File: src/rtl/button_frame_decoder.sv
// button_frame_decoder
//   Consumes the UDP payload word stream of each received frame, picks out the
//   16-bit controller word at beat PAYLOAD_IDX, accepts it only when both bytes
//   agree, and drives the 8-bit button state. Repeated identical frames refresh
//   the link timer without re-pulsing buttons_valid. If no good frame arrives
//   within TIMEOUT_CYCLES, the buttons are cleared.
//
// Ports
//   clk           : single clock
//   rst           : synchronous reset, active low
//   axiiv/axiid   : payload word valid / data; one frame = one contiguous run
//   buttons       : current button state (registered)
//   buttons_valid : one-cycle pulse, coincident with a change of buttons
//   link_ok       : a good frame was seen within the timeout window
//   frame_count   : good frames accepted (saturating)
//   err_count     : rejected frames (saturating)
module button_frame_decoder #(
  parameter int DATA_SIZE      = 16,
  parameter int PAYLOAD_IDX    = 12,
  parameter int TIMEOUT_CYCLES = 5_000_000
) (
  input  logic                 clk,
  input  logic                 rst,
  input  logic                 axiiv,
  input  logic [DATA_SIZE-1:0] axiid,
  output logic [7:0]           buttons,
  output logic                 buttons_valid,
  output logic                 link_ok,
  output logic [15:0]          frame_count,
  output logic [7:0]           err_count
);

  localparam int TW = $clog2(TIMEOUT_CYCLES);
  localparam logic [TW-1:0] TIMER_LAST = TW'(TIMEOUT_CYCLES - 1);
  localparam logic [7:0]    IDX        = 8'(PAYLOAD_IDX);

  typedef enum logic [1:0] {
    S_SKIP,
    S_IDLE,
    S_IN_FRAME
  } state_t;

  state_t                 state_q, state_d;
  logic [7:0]             beat_q, beat_d;
  logic [DATA_SIZE-1:0]   cap_q, cap_d;
  logic                   got_q, got_d;
  logic [7:0]             buttons_q, buttons_d;
  logic                   bv_q, bv_d;
  logic                   link_q, link_d;
  logic [TW-1:0]          timer_q, timer_d;
  logic [15:0]            fc_q, fc_d;
  logic [7:0]             ec_q, ec_d;

  logic                   frame_end;
  logic                   frame_good;
  logic [7:0]             cur_beat;
  logic [TW-1:0]          timer_inc;

  always_comb begin
    state_d    = state_q;
    beat_d     = beat_q;
    cap_d      = cap_q;
    got_d      = got_q;
    buttons_d  = buttons_q;
    bv_d       = 1'b0;
    link_d     = link_q;
    timer_d    = timer_q;
    fc_d       = fc_q;
    ec_d       = ec_q;
    frame_end  = 1'b0;
    frame_good = 1'b0;
    timer_inc  = timer_q + TW'(1);
    // The first beat of a frame is seen while still in IDLE, so it is beat 0.
    cur_beat   = (state_q == S_IN_FRAME) ? beat_q : 8'd0;

    case (state_q)
      S_SKIP: begin
        if (!axiiv) state_d = S_IDLE;
      end
      S_IDLE, S_IN_FRAME: begin
        if (axiiv) begin
          state_d = S_IN_FRAME;
          beat_d  = (cur_beat == 8'hFF) ? cur_beat : cur_beat + 8'd1;
          // got_q guard keeps capture single-shot once the counter saturates.
          if (!got_q && cur_beat == IDX) begin
            cap_d = axiid;
            got_d = 1'b1;
          end
        end else if (state_q == S_IN_FRAME) begin
          frame_end = 1'b1;
          state_d   = S_IDLE;
          beat_d    = 8'd0;
          cap_d     = '0;
          got_d     = 1'b0;
        end
      end
      default: state_d = S_SKIP;
    endcase

    frame_good = frame_end && got_q && (cap_q[15:8] == cap_q[7:0]);

    if (frame_good) begin
      // A good frame takes priority over a timeout expiring on the same edge.
      if (fc_q != 16'hFFFF) fc_d = fc_q + 16'd1;
      link_d    = 1'b1;
      timer_d   = '0;
      buttons_d = cap_q[7:0];
      bv_d      = (cap_q[7:0] != buttons_q);
    end else begin
      if (frame_end && ec_q != 8'hFF) ec_d = ec_q + 8'd1;
      if (link_q) begin
        timer_d = timer_inc;
        if (timer_inc == TIMER_LAST) begin
          link_d    = 1'b0;
          timer_d   = '0;
          buttons_d = 8'd0;
          bv_d      = (buttons_q != 8'd0);
        end
      end else begin
        timer_d = '0;
      end
    end
  end

  always_ff @(posedge clk) begin
    if (!rst) begin
      state_q   <= S_SKIP;
      beat_q    <= 8'd0;
      cap_q     <= '0;
      got_q     <= 1'b0;
      buttons_q <= 8'd0;
      bv_q      <= 1'b0;
      link_q    <= 1'b0;
      timer_q   <= '0;
      fc_q      <= 16'd0;
      ec_q      <= 8'd0;
    end else begin
      state_q   <= state_d;
      beat_q    <= beat_d;
      cap_q     <= cap_d;
      got_q     <= got_d;
      buttons_q <= buttons_d;
      bv_q      <= bv_d;
      link_q    <= link_d;
      timer_q   <= timer_d;
      fc_q      <= fc_d;
      ec_q      <= ec_d;
    end
  end

  assign buttons       = buttons_q;
  assign buttons_valid = bv_q;
  assign link_ok       = link_q;
  assign frame_count   = fc_q;
  assign err_count     = ec_q;

endmodule

File: config.mk
export PLATFORM = sky130hd
export DESIGN_NAME = button_frame_decoder
export DESIGN_NICKNAME = d
export VERILOG_FILES = /design/src/rtl/button_frame_decoder.sv
export SDC_FILE = /design/constraint.sdc
export NUM_CORES = 1
export LEC_CHECK = 0
export ABC_AREA = 1
export CORE_ASPECT_RATIO = 1.5
export CORE_MARGIN = 3
export CORE_UTILIZATION = 45
export DETAILED_ROUTE_END_ITERATION = 10
export PLACE_DENSITY = 0.7
export REMOVE_ABC_BUFFERS = 1
export SYNTH_ARGS = -nofsm -noshare
export SYNTH_HDL_FRONTEND = slang
export SYNTH_SLANG_ARGS = --single-unit
export TNS_END_PERCENT = 1
File: constraint.sdc
create_clock -name clk -period 5.1 [get_ports clk]
set_input_delay 1.275 -clock clk [delete_from_list [all_inputs] [get_ports clk]]
set_output_delay 1.275 -clock clk [all_outputs]
set_load 0.05 [all_outputs]
==> impl_results.rst <==
.. list-table::
   :header-rows: 1

   * - Metric
     - Value
   * - Worst ir drop on vdd
     - about 200 uV
   * - Element type at the critical path start
     - input pin
   * - Simple-gate area share of the yosys netlist
     - between 30 and 40%
   * - Number of buffers added to fix hold violations after cts
     - 0
   * - Total of cells resized after clock tree synthesis
     - 0
   * - Total grt overflow
     - 0
   * - Maximum net fanout on the critical path
     - 13
   * - Layout area overhead
     - 18.8%
   * - Number of vias per cell after detailed routing
     - just over 5
   * - Clock slew at the register clock pins of the worst setup and hold paths
     - 60 ps
   * - Overall Global Routing Usage
     - around a fifth
   * - Post-synth EDFFs
     - 0
   * - Routability Congestion
     - 0.925
   * - Area of all placed cells without fillers
     - ~5600 sq um
   * - Post-synthesis share of cell area spent on xor and xnor gates
     - about 4.5%
   * - Max Clk Rate
     - roughly 310 MHz
   * - First-pass GRT wire length
     - 18.3 mm
   * - Synth Instances
     - between 700 and 800
   * - Largest net degree at the start of global routing
     - 26
   * - Initial antenna violation count
     - 0
   * - Final Net Count
     - about 790
   * - Fraction of the mapped netlist area in compound gates
     - 8.66%
   * - Count of final hold-check violations
     - 0
   * - Warnings from Yosys
     - 0
   * - Num CTS Buffers
     - 9
   * - Count of cell types in the netlist
     - 40
   * - WL/cell
     - around 13 um
   * - Core footprint
     - roughly 10000 sq um
   * - # DRC
     - 0
   * - Slew at the pin with the worst max-slew slack
     - roughly 750 ps
   * - Maximum level of the CTS H-tree
     - 3
   * - Clock period minus final worst setup slack
     - about 3200 ps
   * - Number of setup buffers added after CTS
     - 0
   * - Share of the clock period used by the worst path after layout
     - 63.3%
   * - Chip Height
     - roughly 130 um
   * - Share of async-settable or async-resettable flops after synthesis
     - 0%
   * - Static leakage power
     - between 2 and 2.5 nW
   * - Data required time at the worst endpoint
     - about 5400 ps
   * - Skew-Pair Late Insertion Delay
     - roughly 340 ps
   * - Seq/Total Area, Yosys
     - between 30 and 40%
   * - Dominant combinational cell family by area after synthesis
     - simple AND/OR/NAND/NOR gates
   * - Number of placement rows
     - 45
   * - Clock Root Buffer
     - sky130_fd_sc_hd__clkbuf_16
   * - Kind of capture point of the worst setup path
     - flip-flop
   * - Pwr/cell area
     - roughly 240 nW/um^2
   * - Diode count
     - 0
   * - Worst hold slack
     - between 400 and 500 ps
   * - Synthesized cell area
     - ~4700 sq um
   * - IO Pins
     - 53
   * - Share of final-layout standard cells stronger than drive strength 1
     - a little under 7%
   * - Die Footprint
     - between 10000 and 15000 sq um
   * - Die Wd
     - between 80 and 90 um
   * - Clock tree from TritonCTS
     - built
   * - Detail Placement HPWL
     - approximately 8.5 mm
   * - Adder-cell share of the synthesized area
     - 2.40%
   * - Result of the run
     - finished, final reports clean
   * - Top cell types by occurrence after synthesis
     - sky130_fd_sc_hd__nand2_1 (204), sky130_fd_sc_hd__inv_1 (96), sky130_fd_sc_hd__dfxtp_1 (84)
   * - Hold crit path type
     - reg -> reg
   * - Worst EP arrival
     - approximately 3500 ps
   * - Via count
     - 4450
   * - Setup total negative slack
     - 0 ps
   * - Placed inst area
     - around 5300 sq um
   * - Average size of a mapped cell
     - around 6.6 sq um
   * - Antenna-violating nets left
     - 0
   * - Maximum clock skew at final layout
     - approximately 11 ps
   * - First drt pass iteration count
     - 4
   * - Kind of critical path
     - in -> reg
   * - Clock sink count
     - 84
   * - Drt initial violations
     - 162
   * - Max Buffers Root-to-Sink
     - 2
   * - Yosys reg bits
     - 84
   * - Most instantiated library cell after synthesis
     - sky130_fd_sc_hd__nand2_1
   * - Number of violations of the max-capacitance limit
     - 0
   * - Via count of the first global-routing pass
     - 4259
   * - Final Util
     - a little under three fifths
   * - Unrepaired setup endpoints after global routing
     - false
   * - Slew Limit Fails
     - 0
   * - Main area contributors after synthesis
     - sky130_fd_sc_hd__dfxtp_1 (36%), sky130_fd_sc_hd__nand2_1 (16%), sky130_fd_sc_hd__inv_1 (7.7%), sky130_fd_sc_hd__a21oi_1 (5.4%), sky130_fd_sc_hd__nor2_1 (5.1%)
   * - Area leader, netlist
     - sky130_fd_sc_hd__dfxtp_1
   * - Multiplexer share of the synthesized area
     - 0%
   * - Total wire length after detailed routing
     - between 10 and 15 mm
   * - Number of port buffers
     - between 50 and 60
   * - Relative slew margins
     - between 40% and 50%
   * - Predominant post-synthesis flop cell
     - sky130_fd_sc_hd__dfxtp_1
   * - Number of fill cells in the layout
     - 1020
   * - Count of endpoints failing setup in the final report
     - 0
   * - Effective utilization at floorplan
     - a little under half
   * - Portion of synthesized cell area occupied by the leading cell type
     - 35.8%
[cells by family (layout without fill, tap and decap cells)]
family / after synthesis / count (layout)
flops: 84 / 84
simple gates: 401 / 401
compound gates: 76 / 76
buf+inv: 112 / 166
fa+ha+maj: 9 / 9
xor+xnor: 24 / 24
[cell usage in the layout (no fill, tap or decap), drive strengths merged]
cell type / synthesis / final
a21oi: 51 / 51
a22oi: 1 / 1
a31oi: 2 / 2
and2: 1 / 1
and3: 3 / 3
buf: 5 / 2
bufinv: 0 / 1
clkbuf: 8 / 10
clkdlybuf4s50: 0 / 52
clkinv: 1 / 3
dfxtp: 84 / 84
ha: 9 / 9
inv: 98 / 98
nand2: 210 / 210
nand3: 48 / 48
nand3b: 3 / 3
nand4: 23 / 23
nor2: 85 / 85
nor3: 13 / 13
nor3b: 3 / 3
nor4: 8 / 8
o211ai: 2 / 2
o21a: 2 / 2
o21ai: 16 / 16
o21bai: 1 / 1
o31ai: 1 / 1
or2: 4 / 4
xnor2: 6 / 6
xor2: 18 / 18
[worst paths after layout]
kind                                 from                 endpoint  slack, ps  depth (start not counted)
setup / recovery                    axiiv  buttons[4]$_SDFFE_PN0P_       1870                          9
hold / removal         got_q$_SDFFE_PN0P_       got_q$_SDFFE_PN0P_        460                          2
setup reg to reg  state_q[0]$_SDFFE_PN0P_  buttons[4]$_SDFFE_PN0P_       2490                          9
hold reg to reg        got_q$_SDFFE_PN0P_       got_q$_SDFFE_PN0P_        460                          2
[stage by stage]
step           total power [mW]  std cells  setup slack [ps]
3_5_place_dp              0.739        864              1570
4_1_cts                    1.37        877              1920
6_report                   1.35        877              1870
5_1_grt                    1.40        877              1670
2_1_floorplan             0.710        693              2460
3_3_place_gp              0.738        864              1680
[critical path: stages]
cell	delay, ps
sky130_fd_sc_hd__clkdlybuf4s50_1	470
sky130_fd_sc_hd__inv_1	130
sky130_fd_sc_hd__nand2_1	110
sky130_fd_sc_hd__nor2_1	380
sky130_fd_sc_hd__and3_1	240
sky130_fd_sc_hd__nand2_1	290
sky130_fd_sc_hd__nor2_2	400
sky130_fd_sc_hd__nand2_1	130
sky130_fd_sc_hd__nand2_1	90
[power breakdown]
part	switching [mW]	internal (mW)
Combinational	0.0375	0.0250
Clock	0.243	0.382
Sequential	0.00254	0.660
[layout make-up]
class	count	area [sq um]	share of cell area (%)
flip-flops and latches	84	1680	30.2
well taps	117	146	2.63
clock buffers	10	239	4.29
inverters	99	372	6.67
repair buffers	54	536	9.61
multi-input cells	510	2560	45.9
clock inverters	3	40.0	0.718
[registers in the layout (all words and copies together), names as in the netlist]
name / count
cap_q: 16
buttons: 8
state_q: 2
got_q: 1
link_ok: 1
buttons_valid: 1
timer_q: 23
beat_q: 8
err_count: 8
frame_count: 16
[metal layers]
| layer | share of wire [%] | GRT usage, % | vias to the layer above |
|---|---|---|---|
| met1 | 40 | 21.1 | 1989 |
| met4 | 1.7 | 10.7 | 0 |
| met5 | 0 | 0 | - |
| met2 | 54 | 37.0 | 85 |
| met3 | 3.4 | 2.13 | 15 |
| li1 | - | - | 2361 |
Power figures use the tool's default switching activity.
